## src/rtl/auto_player.sv

```systemverilog
// Automatic Connect Four opponent: picks a legal column and drives INC/DEC/OK pulses into the game core.
// Optional feature: define AUTO_PLAYER_LFSR_EN for an LFSR-randomised scan start instead of the fixed preference order.
module auto_player #(
    parameter int GAP        = 4,
    parameter int THINK      = 16,
    parameter int TIMEOUT    = 1023,
    parameter int COL_SIZE   = 3,
    parameter int FIELD_SIZE = 42
) (
    input  logic                  w_clk,
    input  logic                  w_rst,
    input  logic                  i_enable,
    input  logic                  i_side,
    input  logic [COL_SIZE-1:0]   i_selecting_col,
    input  logic [FIELD_SIZE-1:0] i_red_field,
    input  logic [FIELD_SIZE-1:0] i_blue_field,
    output logic [3:0]            o_user_input,
    output logic [2:0]            o_target_col,
    output logic                  o_busy,
    output logic                  o_no_move
);

    localparam logic [2:0] S_IDLE    = 3'd0;
    localparam logic [2:0] S_THINK   = 3'd1;
    localparam logic [2:0] S_CHOOSE  = 3'd2;
    localparam logic [2:0] S_MOVE    = 3'd3;
    localparam logic [2:0] S_GAP     = 3'd4;
    localparam logic [2:0] S_CONFIRM = 3'd5;
    localparam logic [2:0] S_WAIT    = 3'd6;

    localparam logic [3:0] CMD_NONE = 4'b0000;
    localparam logic [3:0] CMD_INC  = 4'b0001;
    localparam logic [3:0] CMD_DEC  = 4'b0010;
    localparam logic [3:0] CMD_OK   = 4'b0100;

    localparam int CNT_W   = $clog2(FIELD_SIZE + 1);
    localparam int THINK_W = $clog2(THINK + 1);
    localparam int GAP_W   = $clog2(GAP + 1);
    localparam int WAIT_W  = $clog2(TIMEOUT + 1);

    localparam logic [THINK_W-1:0] THINK_LAST = THINK_W'(THINK - 1);
    localparam logic [GAP_W-1:0]   GAP_LAST   = GAP_W'(GAP);
    localparam logic [WAIT_W-1:0]  WAIT_LAST  = WAIT_W'(TIMEOUT - 1);

    logic [2:0]            state;
    logic [THINK_W-1:0]    think_cnt;
    logic [GAP_W-1:0]      gap_cnt;
    logic [WAIT_W-1:0]     wait_cnt;
    logic [2:0]            scan_idx;
    logic [2:0]            cand;
    logic [CNT_W-1:0]      snap;
    logic [CNT_W-1:0]      n_red;
    logic [CNT_W-1:0]      n_blue;
    logic [CNT_W-1:0]      my_count;
    logic                  my_turn;
    logic [FIELD_SIZE-1:0] occupied;
    logic [7:0]            col_full;
    logic                  all_full;

    function automatic logic [CNT_W-1:0] popcount(input logic [FIELD_SIZE-1:0] field);
        logic [CNT_W-1:0] n;
        n = '0;
        for (int i = 0; i < FIELD_SIZE; i++) begin
            n = n + CNT_W'(field[i]);
        end
        return n;
    endfunction

    // Top-row occupancy marks a full column; index 7 is a phantom column that always reads full.
    assign occupied = i_red_field | i_blue_field;
    assign col_full = {1'b1, occupied[FIELD_SIZE-1 -: 7]};
    assign all_full = &col_full[6:0];
    assign n_red    = popcount(i_red_field);
    assign n_blue   = popcount(i_blue_field);
    assign my_count = i_side ? n_blue : n_red;
    assign my_turn  = i_side ? (n_red == n_blue + CNT_W'(1)) : (n_red == n_blue);
    assign o_busy   = (state != S_IDLE);

`ifdef AUTO_PLAYER_LFSR_EN
    logic [7:0] lfsr;
    logic [2:0] scan_start;
    logic [3:0] cand_sum;

    always_ff @(posedge w_clk or posedge w_rst) begin
        if (w_rst) begin
            lfsr       <= 8'h5A;
            scan_start <= '0;
        end else begin
            lfsr <= {lfsr[6:0], lfsr[7] ^ lfsr[5] ^ lfsr[4] ^ lfsr[3]};
            if (state == S_THINK && think_cnt == THINK_LAST) begin
                scan_start <= (lfsr[2:0] == 3'd7) ? 3'd0 : lfsr[2:0];
            end
        end
    end

    // NOTE: every always_comb output gets a default before any condition, so no latch can be inferred.
    always_comb begin
        cand_sum = {1'b0, scan_start} + {1'b0, scan_idx};
        cand     = cand_sum[2:0];
        if (cand_sum >= 4'd7) begin
            cand = 3'(cand_sum - 4'd7);
        end
    end
`else
    function automatic logic [2:0] pref_col(input logic [2:0] idx);
        case (idx)
            3'd0:    return 3'd3;
            3'd1:    return 3'd2;
            3'd2:    return 3'd4;
            3'd3:    return 3'd1;
            3'd4:    return 3'd5;
            3'd5:    return 3'd0;
            default: return 3'd6;
        endcase
    endfunction

    assign cand = pref_col(scan_idx);
`endif

    // NOTE: sequential state uses non-blocking assignments so every register samples pre-edge values.
    always_ff @(posedge w_clk or posedge w_rst) begin
        if (w_rst) begin
            state        <= S_IDLE;
            o_user_input <= CMD_NONE;
            o_target_col <= '0;
            o_no_move    <= 1'b0;
            think_cnt    <= '0;
            gap_cnt      <= '0;
            wait_cnt     <= '0;
            scan_idx     <= '0;
            snap         <= '0;
        end else begin
            o_user_input <= CMD_NONE;
            o_no_move    <= 1'b0;
            case (state)
                S_IDLE: begin
                    o_no_move <= my_turn && all_full;
                    if (i_enable && my_turn && !all_full) begin
                        state     <= S_THINK;
                        think_cnt <= '0;
                        snap      <= my_count;
                    end
                end
                S_THINK: begin
                    if (!i_enable) begin
                        state <= S_IDLE;
                    end else if (think_cnt == THINK_LAST) begin
                        state    <= S_CHOOSE;
                        scan_idx <= '0;
                    end else begin
                        think_cnt <= think_cnt + THINK_W'(1);
                    end
                end
                S_CHOOSE: begin
                    if (!i_enable) begin
                        state <= S_IDLE;
                    end else if (!col_full[cand]) begin
                        o_target_col <= cand;
                        state        <= S_MOVE;
                    end else if (scan_idx == 3'd6) begin
                        state <= S_IDLE;
                    end else begin
                        scan_idx <= scan_idx + 3'd1;
                    end
                end
                S_MOVE: begin
                    gap_cnt <= '0;
                    if (!i_enable) begin
                        state <= S_IDLE;
                    end else if (o_target_col == i_selecting_col) begin
                        state <= S_CONFIRM;
                    end else if (o_target_col > i_selecting_col) begin
                        o_user_input <= CMD_INC;
                        state        <= S_GAP;
                    end else if (i_selecting_col != '0) begin
                        o_user_input <= CMD_DEC;
                        state        <= S_GAP;
                    end
                end
                S_GAP: begin
                    // The cursor update from the pulse lands during this wait, before MOVE re-compares.
                    if (gap_cnt == GAP_LAST) begin
                        state <= S_MOVE;
                    end else begin
                        gap_cnt <= gap_cnt + GAP_W'(1);
                    end
                end
                S_CONFIRM: begin
                    if (!i_enable) begin
                        state <= S_IDLE;
                    end else begin
                        o_user_input <= CMD_OK;
                        wait_cnt     <= '0;
                        state        <= S_WAIT;
                    end
                end
                S_WAIT: begin
                    if (my_count == snap + CNT_W'(1)) begin
                        state <= S_IDLE;
                    end else if (wait_cnt == WAIT_LAST) begin
                        state <= S_IDLE;
                    end else begin
                        wait_cnt <= wait_cnt + WAIT_W'(1);
                    end
                end
                default: state <= S_IDLE;
            endcase
        end
    end

endmodule

```

## config.mk

```make
export PLATFORM = sky130hd
export DESIGN_NAME = auto_player
export DESIGN_NICKNAME = d
export VERILOG_FILES = /design/src/rtl/auto_player.sv
export SDC_FILE = /design/constraint.sdc
export NUM_CORES = 1
export LEC_CHECK = 0
export BUFFER_PORTS_ARGS = -buffer_cell sky130_fd_sc_hd__buf_2
export CAP_MARGIN = 20
export CORE_MARGIN = 4
export CORE_UTILIZATION = 23
export CTS_BUF_LIST = sky130_fd_sc_hd__clkbuf_8
export DETAILED_ROUTE_END_ITERATION = 10
export GPL_TIMING_DRIVEN = 0
export PLACE_DENSITY = 0.42
export SLEW_MARGIN = 15
export SYNTH_ARGS = -nofsm -noshare
export SYNTH_HDL_FRONTEND = slang
export SYNTH_SLANG_ARGS = --single-unit
```

## constraint.sdc

```tcl
create_clock -name w_clk -period 4.58 [get_ports w_clk]
set_input_delay 0.229 -clock w_clk [delete_from_list [all_inputs] [get_ports w_clk]]
set_output_delay 0.229 -clock w_clk [all_outputs]
set_load 0.05 [all_outputs]
```

# Word level (Yosys, flattened, before mapping)
# Index checks and enable logic that the tools add are counted.
[word_totals]
output_inout_bits = 9
register_bits = 38
word_cells = 199
input_bits = 91
[classes]
n_eq_ne = 35
n_addsub = 88
n_bitwise = 2
reduce_logical = 20
order_cmp = 2
n_mux = 43
[ops]
columns = ["op", "n"]
rows = [
  ["6-bit by 1-bit adder with 6-bit output", 72],
  ["3-bit two-way mux", 21],
  ["42-bit bitwise OR", 1],
  ["10-bit two-way mux", 3],
  ["2-bit inequality test, second input constant", 12],
  ["3-bit == test, second input constant", 7],
  ["3-bit one-hot mux with 7 select lines", 1],
  ["10-bit one-hot mux with 2 select lines", 1],
  ["6-bit == test", 3],
  ["3-bit one-hot mux with 2 select lines", 3],
  ["3-bit one-hot mux with 6 select lines", 1],
  ["5-bit two-way mux", 3],
  ["5-bit by 1-bit adder with 6-bit output", 2],
  ["6-bit by 1-bit adder with 6-bit output, second input constant", 2],
  ["3-bit by 2-bit == test with 1-bit output, second input constant", 4],
  ["6-bit AND reduction", 2],
  ["10-bit by 1-bit adder with 10-bit output, second input constant", 1],
  ["4-bit by 1-bit adder with 5-bit output", 2],
  ["10-bit == test, second input constant", 1],
  ["5-bit one-hot mux with 2 select lines", 1],
  ["3-bit by 1-bit adder with 4-bit output", 2],
  ["2-bit two-way mux", 4],
  ["4-bit AND reduction", 2],
  ["2-bit nonzero test", 4],
  ["other kinds (23)", 35],
]

# Logic depth before layout (Yosys ltp)
# Gate-level depths: netlist of run 1.
[depth]
word_depth = 48
mapped_depth = 23
depth_no_buf = 22

# Worst setup path after synthesis of run 1
# No wires, ideal clock.
[synth_path]
kind = "input-to-reg"
from = "input i_blue_field[11]"
to = "register snap[2]"
arrival_ns = 6.324
n_path_buf = 1
setup_time_ns = 0.125
setup_slack_ns = -1.869
required_time_ns = 4.455
cell_stages = 22
path_cell_list = "inv_1 fa_1 inv_1 fa_1 inv_1 fa_1 fa_1 fa_1 fa_1 fa_1 inv_1 ha_1 fa_1 ha_1 nand2_1 xnor2_1 xnor2_1 o311ai_1 or3_4 or3_1 buf_6 mux2_4"
[synth_via]
elab_chain_cells = 37
elab_cells_between_ends = 39
cone_classes = "add/sub: 32; eq/ne: 2; mux: 2; reduce/logical: 3"
[synth_lines]
columns = ["element", "line_no", "text"]
rows = [
  ["from (decl)", "16", "input logic [FIELD_SIZE-1:0] i_blue_field,"],
  ["6-bit by 1-bit adder with 6-bit output * (31 in series)", "64", "n = n + CNT_W'(field[i]);"],
  ["6-bit by 1-bit adder with 6-bit output", "76", "assign my_turn = i_side ? (n_red == n_blue + CNT_W'(1)) : (n_red == n_blue);"],
  ["6-bit == test", "76", ""],
  ["1-bit two-way mux", "76", ""],
  ["1-bit logical AND (2 in series)", "138", "if (i_enable && my_turn && !all_full) begin"],
  ["2-bit AND reduction (no line)", "--", ""],
  ["to (signal assigned)", "141", "snap <= my_count;"],
  ["to (decl)", "51", "logic [CNT_W-1:0] snap;"],
]
# Mark *: on every way between the ends. The rest lies on a longest branch, timed or not.
# A chain may end at the register's enable or synchronous reset.

# Worst setup path after layout of run 1
[layout_path]
from = "input i_blue_field[15]"
to = "register snap[4]"
[layout_via]
elab_chain_cells = 33
elab_cells_between_ends = 35
cone_classes = "add/sub: 28; eq/ne: 2; mux: 2; reduce/logical: 3"
[layout_lines]
columns = ["element", "line_no"]
rows = [
  ["6-bit by 1-bit adder with 6-bit output * (27 in series)", "64"],
  ["6-bit by 1-bit adder with 6-bit output", "76"],
  ["6-bit == test", "76"],
  ["1-bit two-way mux", "76"],
  ["1-bit logical AND (2 in series)", "138"],
  ["2-bit AND reduction (no line)", "--"],
]
# Marked as above.

==> results of run 1 <==
-- synthesized netlist by cell type (3+ instances only) --
cell      instances  area share, %
a21o_1            4           0.60
a21oi_1          18            1.8
and3_1            4           0.50
clkbuf_1          3           0.23
dfrtp_1          37             19
fa_1             66             27
ha_1             36            9.0
inv_1           148             11
mux2_2            4           0.90
mux2_4            3           0.90
mux2i_1           9            1.8
nand2_1          23            1.7
nand3_1          20            2.0
nand4_1           6           0.75
nand4b_1          3           0.53
nor2_1           24            1.8
nor2b_1           3           0.38
nor3_1            7           0.70
o211ai_1          7            1.1
o21ai_0          15            1.5
o21ai_1           4           0.40
o21bai_1          3           0.45
o31ai_1           6           0.90
o41ai_1           3           0.53
or3_1             8            1.0
or4_1             6           0.90
xnor2_1           8            1.4
xor2_1            6            1.1
-- placed cells by master, fill, tap and decap left out, drive strengths merged, types with 4 or more instances in the layout --
cell and count:
xor2 6, a21o 4, o211ai 7, clkbuf 9
xnor2 9, inv 148, nor2b 4, dfrtp 37
nand4 6, o41ai 4, or4 6, mux2i 9
o31ai 6, buf 120, nor2 24, fa 66
a21oi 18, and3 4, nor3 7, o21ai 20
or2 4, nand2 24, nand3 21, ha 36
mux2 8, or3 9
-- cells by family (layout without fill, tap and decap cells) --
kind of cell               count (synthesis)  in the layout  synth area share [%]
and+or+nand+nor                          121            121                  13.0
other                                      1              1                0.0753
muxes                                     18             18                  4.30
buffers and inverters                    157            282                  12.4
DFF                                       37             37                  18.6
AOI/OAI and AO/OA                         87             87                  12.3
adders and majority gates                102            102                  35.6
xor gates and xnor gates                  17             17                  3.74
-- flip-flops by register name (all words and copies together), names as in the netlist --
| signal | cells |
|---|---|
| gap_cnt | 3 |
| o_no_move | 1 |
| o_target_col | 3 |
| o_user_input | 3 |
| scan_idx | 3 |
| snap | 6 |
| state | 3 |
| think_cnt | 5 |
| wait_cnt | 10 |
-- area by class of cell --
cell class	count	area [µm²]
fill	2221	14700
multi-input combinational	346	3770
sequential	37	926
timing repair buffer	118	706
inverter	149	567
tap	275	344
clock buffer	5	68.8
buffer	7	55.1
clock inverter	3	17.5
-- through the flow --
step | hold slack (ns) | setup TNS [ns] | std cells
detailed placement | 0.176 | -50.31 | 913
global route | 0.426 | -46.43 | 940
global placement | 0.499 | -49.43 | 912
CTS | 0.345 | -41.42 | 936
floorplan | 0.409 | -34.78 | 540
finish | 0.354 | -40.14 | 940
-- timing repair --
item	4_1_cts	5_1_grt
pin swaps	15	22
buffers inserted	14	5
hold endpoints to repair	9	0
cloned	1	0
gates resized for setup	40	19
endpoints found under the setup margin	25	25
hold buffers	1	0
-- worst min-delay path, stage by stage --
cell	delay, ns
buf_2	0.09
nor3_1	0.07
nor3_1	0.20
-- per-layer routing --
metal	up-vias	global-route usage (%)	part of all wire, %
li1	1988	-	-
met1	1952	13.8	45
met2	82	17.8	50
met3	8	1.75	4.3
met4	0	1.85	1.0
met5	-	0	0
-- how the worst max path moves through the flow --
stage,startpoint,end,cells past startpoint
final,i_blue_field[15],snap[4]$_DFFE_PP0P_,22
after global routing,i_blue_field[15],snap[2]$_DFFE_PP0P_,22
after CTS,i_blue_field[9],think_cnt[3]$_DFFE_PP0P_,22
after detailed placement,i_blue_field[11],think_cnt[1]$_DFFE_PP0P_,22
after global placement,i_blue_field[11],think_cnt[4]$_DFFE_PP0P_,22
after floorplan,i_blue_field[11],snap[2]$_DFFE_PP0P_,22
==> results.toml, run 1 <==
[setup_path]
crit_family = "adder cells"
worstPathCellList = "buf_6, inv_2, fa_1, inv_2, fa_1, inv_2, fa_2, fa_1, fa_1, fa_1, fa_1, inv_2, ha_4, fa_2, ha_4, nand2_4, xnor2_2, xnor2_1, o311ai_2, or3_4, or3_4, mux2_4"
crit_type = "in -> reg"
r2r-end = "o_target_col[0]$_DFFE_PP0P_"
cp.arrival_ns = 6.55
startpoint_type = "input pin"
cp_slowest_cell = "fa_2"
cp_max_fo = 5
r2r_start = "scan_idx[0]$_DFFE_PP0P_"
r2r_cells = 9
path_common_cell = "fa_1"
cp-end-kind = "flop"
rrSetupSlack_ns = 1.59
max_stage_delay_ns = 0.60
cp.required_ns = 4.76
cp.buffers_inverters = 5

[timing]
slew_viol_final = 0
fin_crit_sh_pct = 139
tightest_slew_ns = 0.768
fin_crit_ns = 6.37
finalHoldViolCount = 0
fmax_mhz = 157
finalSetupViolCount = 25
rsz0062_at_grt = "yes"
slew_headroom_pct = 48.1
skew_ns = 0.0136
setup_slack_ns = -1.79

[global_route]
grt_start_max_net_pins = 29
grt_usage_pct = 10.3
antenna_found_initial = 0
grt_overflow = 0
grt_pass1_wl_um = 20700
grt_pass1_vias = 4405

[route]
drtIter0Drc = 124
drtPass1Iterations = 4
route.detailed.drc = 0
post_drt_wl_per_cell_um = 13.0
routed_wl_um = 12300
vias = 4030
ant_nets = 0
vias_per_cell = 4.29

[floorplan]
dieArea_um2 = 24100
die-width_um = 155
num_rows = 53
dieHeight_um = 155
io_pins = 100
coreArea_um2 = 21200
initial_core_util_pct = 23.5

[final_layout]
final_area_um2 = 6450
drive_above_1_share_pct = 31.1
utilization_pct = 30.5
antenna_cells = 0
syn2layout_area_growth_pct = 29.5
nNetsFinal = 857

[logic_synthesis]
synth_cells = 540
synth.distinct_cells = 74
yosysWarnings = 0
synth_edf_count = 0
yosysSeqAreaShare_pct = 18.6
synth_flop_cell = "dfrtp_1"
synthArstFlopShare_pct = 100
ys_ff_latch = 37
synth_area_um2 = 4980
syn_nets = 733
synth.avg_cell_area_um2 = 9.22

[place]
placement.io_buffers = 97
pre_cts_slack_ns = -2.35
gp_congestion = 0.782
placed_cell_area_um2 = 5980
hpwl_um = 10500

[clock_tree]
clk_pin_slew_ns = 0.08
root_buffer = "clkbuf_8"
cts_made_buffers = 5
cts_tree = "built"
cts.sinks = 37
clk_latency_ns = 0.29
h-tree-depth = 2
cts_buffer_depth = 2

[min_path]
hp-start = "i_selecting_col[2]"
hold_depth = 3
min_to = "o_user_input[1]$_DFF_PP0_"
hold_class = "in -> reg"

[job]
cap_violations = 0

[outcome]
status = "finished, violations left"
violations = "setup timing"
Power of run 1 is left out: the tool's default activity adds up to more than one toggle a clock period on the data nets, which glitch-free logic cannot reach.
==> inputs of run 2 (changes only) <==
--- a/config.mk
+++ b/config.mk
@@ -11,7 +11,6 @@
 export CORE_UTILIZATION = 23
 export CTS_BUF_LIST = sky130_fd_sc_hd__clkbuf_8
 export DETAILED_ROUTE_END_ITERATION = 10
-export GPL_TIMING_DRIVEN = 0
 export PLACE_DENSITY = 0.42
 export SLEW_MARGIN = 15
 export SYNTH_ARGS = -nofsm -noshare
==> run 2 against run 1 <==
Effect of this change:
- the run still ends with setup timing left
- sequential cell count stayed put
- count of clock-buffer cells in the layout is the same
- die area is the same
- via count up 0.50%
- clock skew decreased by 0.00071 ns
- highest routed layer unchanged
- register-to-register slack gained 0.05 ns
- critical endpoint is now snap[2]$_DFFE_PP0P_
- wire length shrank 2.0%
- core utilization increased by 0.40 points
- non-clock buffer count grew 25
==> results.toml, run 2 (synthesis gave the netlist of run 1 again) <==
[outcome]
status = "finished, violations left"
violations = "setup timing"

[final_layout]
nNetsFinal = 882
final-seq-area_um2 = 926
final_cell_mix = "142 x inv_1, 94 x buf_2, 57 x fa_1, 48 x buf_4, 37 x dfrtp_1"
regMostFlops = "wait_cnt"
largest_reg_flops = 10
drive_above_1_share_pct = 32.2
reg_top3 = "wait_cnt (10), snap (6), think_cnt (5)"
antenna_cells = 0
mostFrequentLayoutCell = "inv_1"
multi_input_area_um2 = 3680
syn2layout_area_growth_pct = 31.2
fillers = 2236

[timing]
skew_ns = 0.0129
tightest_slew_ns = 0.681
finalSetupViolCount = 25
tns_ns = -36.11
rsz0062_at_grt = "yes"
slew_headroom_pct = 54.0
fin_crit_sh_pct = 136
setup_slack_ns = -1.64
slew_viol_final = 0
fmax_mhz = 161
finalHoldViolCount = 0
fin_crit_ns = 6.22

[job]
cap_violations = 0

[route]
routed_wl_um = 12000
drtIter0Drc = 116
vias_per_cell = 4.20
post_drt_wl_per_cell_um = 12.4
drtPass1Iterations = 4
route.detailed.drc = 0
vias = 4050
ant_nets = 0

[clock_tree]
clk_pin_slew_ns = 0.09
cts_made_buffers = 5
h-tree-depth = 2
cts_buffer_depth = 2
cts.sinks = 37
clk_latency_ns = 0.30
cts_tree = "built"
root_buffer = "clkbuf_8"

[global_route]
grt_use_met1_pct = 13.4
grt_start_max_net_pins = 38
grt_pass1_wl_um = 20200
antenna_found_initial = 0
gr-usage-met3_pct = 1.97
grt_overflow = 0
grtUsageMet2_pct = 17.2
busiest_layer = "met2"
grt_usage_pct = 10.1
grt_pass1_vias = 4360

[floorplan]
dieArea_um2 = 24100
initial_core_util_pct = 23.5
io_pins = 100
dieHeight_um = 155
coreArea_um2 = 21200
num_rows = 53
die-width_um = 155

[setup_path]
cp_max_fo = 4
r2r_cells = 9
startpoint_type = "input pin"
r2r_start = "scan_idx[0]$_DFFE_PP0P_"
rrSetupSlack_ns = 1.64
cp-end-kind = "flop"
critPathCapture = "snap[2]$_DFFE_PP0P_"
crit_type = "in -> reg"
cp-startpoint = "i_blue_field[11]"
cp.arrival_ns = 6.40
r2r-end = "o_target_col[1]$_DFFE_PP0P_"
cp.required_ns = 4.77

[place]
placement.io_buffers = 98
hpwl_um = 10600
gp_congestion = 0.810

[min_path]
hold_class = "in -> async"
## run 2: layout make-up
type | count | area share, %
clock inverters | 3 | 0.268
well taps | 275 | 5.27
multi-input cells | 346 | 56.3
clock buffers | 5 | 1.05
repair buffers | 150 | 14.2
flip-flops and latches | 37 | 14.2
inverters | 149 | 8.71
## run 2: how the worst min path moves through the flow
stage	end	slack [ns]	start	cells after the start
global placement	o_user_input[2]$_DFF_PP0_	0.37	w_rst	3
global route	wait_cnt[8]$_DFFE_PP0P_	0.09	w_rst	3
finish	wait_cnt[1]$_DFFE_PP0P_	0.04	w_rst	3
detailed placement	o_user_input[2]$_DFF_PP0_	0.39	w_rst	3
floorplan	gap_cnt[0]$_DFFE_PP0P_	0.41	w_rst	1
CTS	snap[4]$_DFFE_PP0P_	0.05	w_rst	3
## run 2: routing by layer
metal	up-vias	share of wire, %
met5	-	0
met4	0	1.4
met3	8	4.4
met2	79	47
met1	1914	47
li1	2049	-
## run 2: what timing repair did
action	CTS	global route
gates cloned	0	0
hold buffers	0	0
setup buffers	7	0
resized for setup	31	1
setup endpoints to repair	25	25
pin swaps	13	0
## run 2: per-stage QoR
stage | utilization (%) | hold WS [ns] | setup WS [ns] | cells | cell area, µm²
2_1_floorplan | - | 0.409 | -1.82 | 540 | 5130
3_3_place_gp | 29.5 | 0.374 | -2.03 | 952 | 6250
3_5_place_dp | 29.5 | 0.387 | -2.12 | 952 | 6250
4_1_cts | 30.8 | 0.0502 | -1.64 | 965 | 6520
5_1_grt | 30.9 | 0.0914 | -1.83 | 965 | 6530
6_report | 30.9 | 0.0389 | -1.64 | 965 | 6530
## run 2: worst max-delay path, stage by stage
cell and delay (ns):
buf_8 0.08, inv_8 0.02, fa_1 0.52, inv_1 0.05, fa_1 0.47, inv_1 0.05
fa_2 0.53, fa_1 0.44, fa_1 0.54, fa_1 0.43, fa_1 0.51, inv_2 0.05
ha_4 0.16, fa_2 0.54, ha_2 0.17, nand2_2 0.07, xnor2_2 0.15, xnor2_1 0.15
o311ai_1 0.14, or3_4 0.41, or3_4 0.38, mux2_4 0.31
Power of run 2 is left out for the same reason.
